===== src/rtl/cpu_mem_pkg.sv =====
// Shared types for the unified-memory port arbiter: response owner tags,
// DMType encodings and arbiter FSM states.
package cpu_mem_pkg;

    typedef enum logic [1:0] {
        TAG_NONE = 2'd0,
        TAG_IF   = 2'd1,
        TAG_DM   = 2'd2
    } owner_t;

    typedef struct packed {
        owner_t owner;
        logic   kill;
    } tag_t;

    localparam tag_t TAG_EMPTY = '{owner: TAG_NONE, kill: 1'b0};

    localparam logic [2:0] DM_WORD   = 3'd0;
    localparam logic [2:0] DM_HALF   = 3'd1;
    localparam logic [2:0] DM_HALF_U = 3'd2;
    localparam logic [2:0] DM_BYTE   = 3'd3;
    localparam logic [2:0] DM_BYTE_U = 3'd4;

    typedef enum logic {
        NORMAL   = 1'b0,
        FORCE_IF = 1'b1
    } arb_state_t;

    // A redirect poisons any fetch tag it touches; data tags pass untouched.
    function automatic tag_t mark_kill(tag_t t, logic flush);
        tag_t r;
        r      = t;
        r.kill = t.kill | (flush && (t.owner == TAG_IF));
        return r;
    endfunction

endpackage


===== src/rtl/resp_tag_pipe.sv =====
// MEM_LAT-deep shift register of {owner, kill} tags that lines up with the
// memory's fixed read latency; flush marks in-flight fetch tags as killed.
module resp_tag_pipe
    import cpu_mem_pkg::*;
#(
    parameter int MEM_LAT = 1
) (
    input  logic clk,
    input  logic rst,
    input  logic flush,
    input  tag_t tag_in,
    output tag_t tag_out
);

    tag_t stage [MEM_LAT];

    always_ff @(posedge clk) begin
        if (!rst) begin
            for (int i = 0; i < MEM_LAT; i++) begin
                stage[i] <= TAG_EMPTY;
            end
        end else begin
            stage[0] <= mark_kill(tag_in, flush);
            for (int i = 1; i < MEM_LAT; i++) begin
                stage[i] <= mark_kill(stage[i-1], flush);
            end
        end
    end

    assign tag_out = stage[MEM_LAT-1];

endmodule


===== src/rtl/mem_port_arbiter.sv =====
// Shares the single-ported memory between fetch and MEM-stage data ports:
// one combinational grant per cycle, read responses routed back by tag.
module mem_port_arbiter
    import cpu_mem_pkg::*;
#(
    parameter int ADDR_W     = 32,
    parameter int DATA_W     = 32,
    parameter int MEM_LAT    = 1,
    parameter int STARVE_MAX = 4
) (
    input  logic              clk,
    input  logic              rst,
    input  logic              if_req,
    input  logic [ADDR_W-1:0] if_addr,
    output logic              if_gnt,
    output logic              if_rvalid,
    output logic [DATA_W-1:0] if_rdata,
    input  logic              dm_req,
    input  logic              dm_we,
    input  logic [2:0]        dm_type,
    input  logic [ADDR_W-1:0] dm_addr,
    input  logic [DATA_W-1:0] dm_wdata,
    output logic              dm_gnt,
    output logic              dm_rvalid,
    output logic [DATA_W-1:0] dm_rdata,
    input  logic              flush,
    output logic              stall_if,
    output logic              stall_mem,
    output logic              m_req,
    output logic              m_we,
    output logic [2:0]        m_type,
    output logic [ADDR_W-1:0] m_addr,
    output logic [DATA_W-1:0] m_wdata,
    input  logic [DATA_W-1:0] m_rdata
);

    localparam int CNT_W = $clog2(STARVE_MAX + 1);

    arb_state_t       state;
    logic [CNT_W-1:0] starve_cnt;
    logic [CNT_W-1:0] starve_nxt;
    tag_t             tag_in;
    tag_t             tag_out;

    always_comb begin
        if_gnt = 1'b0;
        dm_gnt = 1'b0;
        if (rst) begin
            if (state == FORCE_IF) begin
                if_gnt = if_req;
                dm_gnt = dm_req & ~if_req;
            end else begin
                dm_gnt = dm_req;
                if_gnt = if_req & ~dm_req;
            end
        end
    end

    always_comb begin
        starve_nxt = '0;
        if (if_req && !if_gnt) begin
            starve_nxt = (starve_cnt == CNT_W'(STARVE_MAX)) ? starve_cnt : starve_cnt + 1'b1;
        end
    end

    // Entering FORCE_IF on the edge the counter saturates means IF wins the
    // very cycle in which starve_cnt reads STARVE_MAX.
    always_ff @(posedge clk) begin
        if (!rst) begin
            state      <= NORMAL;
            starve_cnt <= '0;
        end else begin
            starve_cnt <= starve_nxt;
            case (state)
                NORMAL:   if (starve_nxt == CNT_W'(STARVE_MAX)) state <= FORCE_IF;
                FORCE_IF: if (if_gnt || !if_req) state <= NORMAL;
                default:  state <= NORMAL;
            endcase
        end
    end

    assign stall_if  = rst & if_req & ~if_gnt;
    assign stall_mem = rst & dm_req & ~dm_gnt;

    assign m_req   = if_gnt | dm_gnt;
    assign m_we    = dm_gnt & dm_we;
    assign m_type  = dm_gnt ? dm_type : DM_WORD;
    assign m_addr  = dm_gnt ? dm_addr : if_addr;
    assign m_wdata = dm_wdata;

    always_comb begin
        tag_in = TAG_EMPTY;
        if (if_gnt) begin
            tag_in.owner = TAG_IF;
        end else if (dm_gnt && !dm_we) begin
            tag_in.owner = TAG_DM;
        end
    end

    resp_tag_pipe #(.MEM_LAT(MEM_LAT)) u_tag_pipe (
        .clk     (clk),
        .rst     (rst),
        .flush   (flush),
        .tag_in  (tag_in),
        .tag_out (tag_out)
    );

    // A redirect in the return cycle also drops the fetch being delivered.
    assign if_rvalid = rst & (tag_out.owner == TAG_IF) & ~tag_out.kill & ~flush;
    assign dm_rvalid = rst & (tag_out.owner == TAG_DM);
    assign if_rdata  = m_rdata;
    assign dm_rdata  = m_rdata;

endmodule


===== config.mk =====
export PLATFORM = sky130hd
export DESIGN_NAME = mem_port_arbiter
export DESIGN_NICKNAME = d
export VERILOG_FILES = /design/src/rtl/cpu_mem_pkg.sv /design/src/rtl/resp_tag_pipe.sv /design/src/rtl/mem_port_arbiter.sv
export SDC_FILE = /design/constraint.sdc
export NUM_CORES = 1
export LEC_CHECK = 0
export ABC_AREA = 1
export CORE_AREA = 2 2 108 110
export DETAILED_ROUTE_END_ITERATION = 7
export DIE_AREA = 0 0 110 112
export GPL_ROUTABILITY_DRIVEN = 1
export PLACE_DENSITY_LB_ADDON = 0.08
export SYNTH_ARGS = -nofsm -noshare
export SYNTH_HDL_FRONTEND = slang
export SYNTH_HIERARCHICAL = 1
export SYNTH_SLANG_ARGS = --single-unit

===== constraint.sdc =====
create_clock -name clk -period 3 [get_ports clk]
set_clock_uncertainty 0.1 [all_clocks]
set_input_delay 0.3 -clock clk [delete_from_list [all_inputs] [get_ports clk]]
set_output_delay 0.3 -clock clk [all_outputs]
set_load 0.01 [all_outputs]

==> results, run 1 <==
- The flow ran to the end, and the final reports show no timing, DRC or antenna violations.
- Summing the sequential cell areas from Yosys gives 8.97% of the chip area.
- After clock tree synthesis, the clock-pin slew on the worst setup and hold paths is 0.04 ns.
- For this run, the detailed router's first-pass iteration total came to 4.
- The total power is 593 uW.
- Routability-driven placement finished with a final weighted congestion of 0.665.
- The die is 112 um tall.
- The residual overflow from global routing is 0.
- The area of the mapped netlist is 1560 um2.
- The layout filler cell count is 1,276.
- The tree is rooted in a clkbuf_16.
- In this run the power density over the cells is 268 nW/um2.
- The share of async-settable or async-resettable flops after synthesis is 0%.
- Each instance of the synthesized netlist takes up on average 5.99 um2.
- Synthesis handed over a netlist of 261 instances.
- The worst hold path begins at starve_cnt[0].
- In this run the worst hold path is classified as register to register.
- The post-layout minimum cycle time is 2.50 ns.
- Setup violations remaining at the end of the flow were counted as 0.
- The unique cell type count in the Yosys netlist is 17.
- The final routed wirelength across all metal layers is 4850 um.
- The sequential cell area in the final layout is 140 um2.
- The type of destination of the critical path is an output pin.
- The number of inserted diodes is 0.
- The total of cells resized after clock tree synthesis is 0.
- Entering global routing, the biggest net connects 21 pins.
- After synthesis, the cell types taking the most area are buf_4 48%, nand2_1 27%, dfxtp_1 9.0%, inv_1 3.4%, buf_6 2.9%.
- The combined global-route utilization of all metal layers is 6.99%.
- The capturing point of the worst reg2reg path is u_tag_pipe/stage[0][0].
- From left edge to right edge, the die measures around 110 um.
- In this run the remaining antenna-violating nets after routing total 0.
- The area of the core is 11,200 um2.
- The footprint of the multi-input gates is 574 um2.
- Across the VDD grid, the largest voltage drop is 0.261 mV.
- The signal arrival time at the worst endpoint is approximately 2.1 ns.
- The top cell type by area accounts for 47.6% of the synthesized area.
- The summed negative setup slack over all endpoints is 0 ns.
- After clock tree synthesis, the flow added hold-fix buffers numbering 0.
- The number of cell rows is 39.
- The area growth from synthesis to layout is 41.6%.
- The most repeated cell in the gate-level netlist after synthesis is nand2_1.
- In the final layout, the share of cells above drive strength 1 is 6.05%.
- The worst-case clock buffer depth is 2.
- The count of unresolved DRC violations after routing is 0.
- The detail-routed net length per standard cell is 11.4 um.
- The net count after synthesis is 400.
- The via count of the first global-routing pass was 1,382.
- The first global-routing pass estimated roughly 6700 um of wire.
- Once the clock tree was built, the setup fixing pass inserted 0 buffers.
- By count the netlist is led by 112 x nand2_1, 99 x buf_4, 14 x inv_1, 7 x dfxtp_1, 5 x nor2_2.
- The count of flip-flops with a built-in enable after synthesis is 0.
- CTS built an H-tree with a depth of 1.
- Setup repair after global routing left no endpoint under its margin.
- The total number of vias is 1,403.
- The later pin in the worst-skew pair is clocked with a latency of 0.23 ns.
- The TritonCTS clock tree is yes.
- During I/O placement, the number of pins put on the boundary was 276.
- The initial utilization of the core area, before any placement, comes to 14.0%.
- The area after detailed placement is 2130 um2.
- The leading register cell type out of synthesis is dfxtp_1.
- The number of port buffers is ~120.
- For the worst setup path, the data required time is 2.60 ns.
- In this run, synthesis produced a sequential element count of 7.
- The design area is 2210 um2.
- The kind of launch point of the worst setup path is a primary input.
- The number of cell instances on the worst register-to-register path is 7.
- The class of the most critical setup path is primary input to output pin.
- The clock buffer count from CTS is 3.
- The number of antenna violations at the first check in global routing came to 0.
- The number of max-slew violations in the final report is 0.
- Of all nets on the critical path, the largest fanout is 17.
- The leakage power summed over all cells is 0.997 nW.
- The total number of clock tree sinks is 7.
- The cell type contributing the most total cell area after synthesis is buf_4.
- The fmax is 399 MHz.
- The Yosys step of the flow raised 6 warnings.
- The worst hold path passes through 2 cells.
- The net total in the final layout is 421.
- Dividing the detail-routed via count by the number of cells gives 3.31.
- The final hold violation count is 0.
- The tool flagged a number of max-cap violations equal to 0.
- The final cycle utilization of the critical path is 83.5%.
- The worst register-to-register path has a setup slack of around 1.8 ns.
- The worst register-to-register path begins at state.
- The die area is roughly 12,000 um2.
- For this block, the initial DRC count from the detailed router was 37.
- The end point of the most critical hold path is starve_cnt[0].
- Summed over all nets, the half-perimeter wirelength after detailed placement is 4030 um.
==> cells by family (layout without fill, tap and decap cells) <==
kind of cell | count (synthesis) | after routing | share of synthesized area [%]
compound gates | 4 | 4 | 1.44
fa+ha+maj | 2 | 2 | 1.60
flops | 7 | 7 | 8.97
simple gates | 128 | 128 | 33.5
other cells | 1 | 1 | 0.240
buf+inv | 119 | 139 | 54.3
==> flip-flops by register name, indices dropped and copies added (netlist names) <==
name	cells
state	1
u_tag_pipe/stage	3
starve_cnt	3
==> where the power goes <==
group | switching [mW] | total, mW | internal (mW)
sequential | 0.00103 | 0.0969 | 0.0959
clock | 0.0507 | 0.228 | 0.177
combinational | 0.0969 | 0.269 | 0.172
==> layout by cell type (no fill, tap or decap), drive strengths merged <==
cell type,instances
clkbuf,4
conb,1
inv,16
nor2,10
nand3b,1
a21boi,1
nor3,1
a21oi,3
buf,4
ha,2
clkdlybuf4s50,115
nand2,112
dfxtp,7
nand3,4
==> final cells by class <==
class | count | area share (%)
flip-flops and latches | 7 | 6.33
well taps | 143 | 8.08
repair buffers | 119 | 53.4
multi-input cells | 135 | 25.9
clock buffers | 4 | 3.56
inverters | 16 | 2.71
==> metal layers <==
metal | vias to the layer above | share of wire [%] | GRT usage, %
met5 | - | 0 | 0
met4 | 0 | 2.7 | 2.78
met3 | 22 | 14 | 2.46
met2 | 88 | 52 | 14.0
met1 | 579 | 31 | 6.00
li1 | 714 | - | -
==> worst max-delay path, stage by stage <==
cell and delay (ns):
clkdlybuf4s50_1 0.65, nand3_2 0.16, inv_2 0.08, buf_4 0.22, nand2_1 0.08, nand2_1 0.07, clkdlybuf4s50_1 0.54
==> worst max-delay path by stage <==
stage,start,to,depth (start not counted)
finish,rst,m_addr[9],7
global route,rst,m_addr[7],7
CTS,rst,m_addr[27],7
detailed placement,rst,m_addr[27],7
global placement,rst,m_addr[11],7
floorplan,state,m_addr[22],6
==> through the flow <==
| stage | setup WS [ns] | hold WS [ns] | cells | util [%] |
|---|---|---|---|---|
| 3_5_place_dp | 0.439 | 0.419 | 420 | 19.1 |
| 5_1_grt | 0.365 | 0.474 | 424 | 19.8 |
| 3_3_place_gp | 0.498 | 0.422 | 420 | 19.1 |
| 2_1_floorplan | 1.73 | 0.298 | 261 | - |
| 4_1_cts | 0.442 | 0.424 | 424 | 19.8 |
| 6_report | 0.495 | 0.415 | 424 | 19.8 |
Note: power is estimated with default switching activity, not from simulation.
==> inputs of run 2 (changes only) <==
CORE_AREA = 2 2 106 108   (was 2 2 108 110)
DIE_AREA = 0 0 108 110   (was 0 0 110 112)
clock period = 2.25 ns   (was 3 ns; I/O delays follow)
==> run 2 against run 1 <==
First-iteration DRC count up 41%; sequential power up 33%; worst hold slack worse by 0.065 ns; largest power group unchanged.
==> results, run 2 (synthesized netlist as in run 1, its figures left out) <==
- Status: completed (unchanged).
- The smallest clock period supported by the final layout is computed as 2.17 ns.
- The placer's final routability congestion estimate is 0.671 (was 0.665).
- The TritonCTS clock tree is yes (unchanged).
- The final routed wirelength across all metal layers is 5160 um (was 4850 um).
- The met2 demand-to-capacity share in global routing is 14.4% (was 14.0%).
- The leakage power summed over all cells is 1.03 nW (was 0.997 nW).
- The cell total after placement is 423 (was 420).
- The class of the most critical setup path is primary input to output pin (unchanged).
- The post-detailed-route via-to-cell ratio is 3.36 (was 3.31).
- The routing layer with the top usage in global route was met2 (unchanged).
- The number of search-and-repair iterations in the first detailed-routing pass was 4 (unchanged).
- The worst hold slack across all endpoints was 0.350 ns (was 0.415 ns).
- The net total in the final layout is 427 (was 421).
- The root buffer selected by CTS is clkbuf_8 (was clkbuf_16).
- The clock buffer count from CTS is 3 (unchanged).
- The master of the slowest instance on the critical path is clkdlybuf4s50_1 (unchanged).
- The signal arrival time at the worst endpoint is 1.84 ns (was 2.10 ns).
- The number of cells traversed by the worst hold path is 0 (was 2).
- The area of the core is 10,700 um2 (was 11,200 um2).
- The worst-case vdd ir drop was 0.145 mV (was 0.261 mV).
- The worst-case clock buffer depth was 2 (unchanged).
- The via count of the first global-routing pass came to 1,401 (was 1,382).
- The number of buffers and inverters on the critical path is 4 (unchanged).
- The post-CTS setup buffer count is 0 (unchanged).
- The worst setup slack for register-to-register paths is 1.02 ns (was 1.75 ns).
- The routing usage on met3 was 3.00% (was 2.46%).
- The largest net degree at the start of global routing is 23 (was 21).
- The top-level port count is 276 (unchanged).
- The overall die width is 108 um (was 110 um).
- The post-DP HPWL is 4310 um (was 4030 um).
- The number of violations of the max-capacitance limit was 0 (unchanged).
- The end point of the most critical hold path was dm_rdata[17] (was starve_cnt[0]).
- Cell-by-cell trace of the critical path: clkdlybuf4s50_1 -> nand3_4 -> inv_4 -> buf_12 -> nand2_1 -> nand2_1 -> clkdlybuf4s50_1 (was clkdlybuf4s50_1 -> nand3_2 -> inv_2 -> buf_4 -> nand2_1 -> nand2_1 -> clkdlybuf4s50_1).
- The class of the tightest hold or removal check is primary input to output pin (was register to register).
- The count of unresolved DRC violations after routing is 0 (unchanged).
- The latest clock arrival within the worst-skew pair is 0.22 ns (was 0.23 ns).
- The detail-routed net length per standard cell came to 12.1 um (was 11.4 um).
- The total power is 682 uW (was 593 uW).
- The number of cell rows is 38 (was 39).
- The number of buffers inserted for hold repair after clock tree synthesis came to 0 (unchanged).
- The number of antenna violations at the first check in global routing came to 0 (unchanged).
- The effective utilization at floorplan came to 14.6% (was 14.0%).
- The relative area change from synthesis to final layout came to 44.8% (was 41.6%).
- The met1 track utilization from global routing is 7.16% (was 6.00%).
- The residual overflow from global routing is 0 (unchanged).
- The required time reported for the critical path endpoint is 1.92 ns (was 2.60 ns).
- RSZ-0062 raised after global routing: no (unchanged).
- The worst-path maximum fanout came to 17 (unchanged).
- The final non-filler cell total is 427 (was 424).
- The fmax is roughly 460 MHz.
- The final hold violation count was 0 (unchanged).
- The final setup violation count is 0 (unchanged).
- The total of cells resized after clock tree synthesis is 3 (was 0).
- The final critical path takes up between 90% and 100% of the cycle.
- The number of port buffers is 115 (unchanged).
- The number of design-rule violations left by the first detailed-router iteration came to 52 (was 37).
- The number of nets with antenna violations after detailed routing is 0 (unchanged).
- The type of destination of the critical path was an output pin (unchanged).
- The summed negative setup slack over all endpoints came to 0 ns (unchanged).
- The height of the die is 110 um (was 112 um).
- The cell area power density is 301 nW/um2 (was 268 nW/um2).
- The first-pass GRT wire length came to 6870 um (was 6670 um).
- Commonest cells after routing, fill and taps aside: 114 x clkdlybuf4s50_1, 111 x nand2_1, 14 x inv_1 (was 115 x clkdlybuf4s50_1, 112 x nand2_1, 14 x inv_1).
- The leading cell type in the layout, fill and taps excluded is clkdlybuf4s50_1 (unchanged).
- The total number of vias is 1,434 (was 1,403).
- The startpoint of the lowest-slack register-to-register path is state (unchanged).
- The number of inserted diodes is 0 (unchanged).
- The kind of launch point of the worst setup path is a primary input (unchanged).
- The number of max-slew violations in the final report is 0 (unchanged).
- The combined global-route utilization of all metal layers is 7.44% (was 6.99%).
- The ratio of cells with drive above 1 in the final layout is 8.36% (was 6.05%).
- The delay of the slowest cell on the worst path came to 0.54 ns (was 0.65 ns).
- The number of cell instances on the worst register-to-register path came to 7 (unchanged).
- The startpoint of the tightest hold check path is m_rdata[17] (was starve_cnt[0]).
- The total number of clock tree sinks is 7 (unchanged).
- The capturing point of the worst reg2reg path is u_tag_pipe/stage[0][0] (unchanged).
- The die area was 11,900 um2 (was 12,300 um2).
- Largest registers: starve_cnt (3), u_tag_pipe/stage (3), state (1) (unchanged).
- The family with the most delay on the worst path is buffers and inverters (unchanged).
- The number of levels in the clock H-tree is 1 (unchanged).
run 2: cell count changes in the layout (fill, tap and decap cells not counted), moves of 2 or more:
| cell | delta |
|---|---|
| buf_4 | +2 |
| buf_6 | +2 |
| clkbuf_16 | -3 |
| clkbuf_8 | +3 |
run 2: report_power, final:
part / leakage (nW) / switching (mW) / internal (mW) / total [mW]
Clock: 0.0228 / 0.0553 / 0.123 / 0.178
Combinational: 0.950 / 0.135 / 0.240 / 0.375
Sequential: 0.0570 / 0.00127 / 0.128 / 0.129
Total: 1.03 / 0.191 / 0.490 / 0.682
run 2: final cells by class:
| class | count | area [um2] |
|---|---|---|
| Multi-Input combinational cell | 135 | 584 |
| Inverter | 16 | 62.6 |
| Tap cell | 140 | 175 |
| Sequential cell | 7 | 140 |
| Fill cell | 1207 | 8430 |
| Timing Repair Buffer | 125 | 1260 |
| Clock buffer | 4 | 45.0 |
run 2: per-stage QoR:
step	setup slack, ns	util [%]	instance area (um2)
floorplan	1.05	-	1560
global placement	-0.0143	20.5	2190
detailed placement	-0.00255	20.5	2190
CTS	0.0186	21.0	2240
global route	0.00724	21.2	2260
finish	0.0812	21.2	2260
run 2: how the worst max path moves through the flow:
stage            from                endpoint  slack [ns]  cells after the start
2_1_floorplan   state  u_tag_pipe/stage[0][0]        1.05                      8
3_3_place_gp   if_req              m_addr[13]       -0.01                      7
3_5_place_dp   if_req              m_addr[13]      -0.003                      7
4_1_cts           rst              m_addr[13]        0.02                      7
5_1_grt        dm_req              m_addr[24]       0.007                      7
6_report       dm_req              m_addr[13]        0.08                      7
run 2: layer usage:
| layer | wire length [um] | part of all wire (%) |
|---|---|---|
| met5 | 0 | 0 |
| met4 | 65 | 1.3 |
| met3 | 671 | 13 |
| met2 | 2630 | 51 |
| met1 | 1790 | 35 |
==> inputs of run 3 (changes only) <==
TNS_END_PERCENT = 30   (was not set)
==> results of run 3 <==
The final DEF is identical to that of run 2; final timing and power are the same.
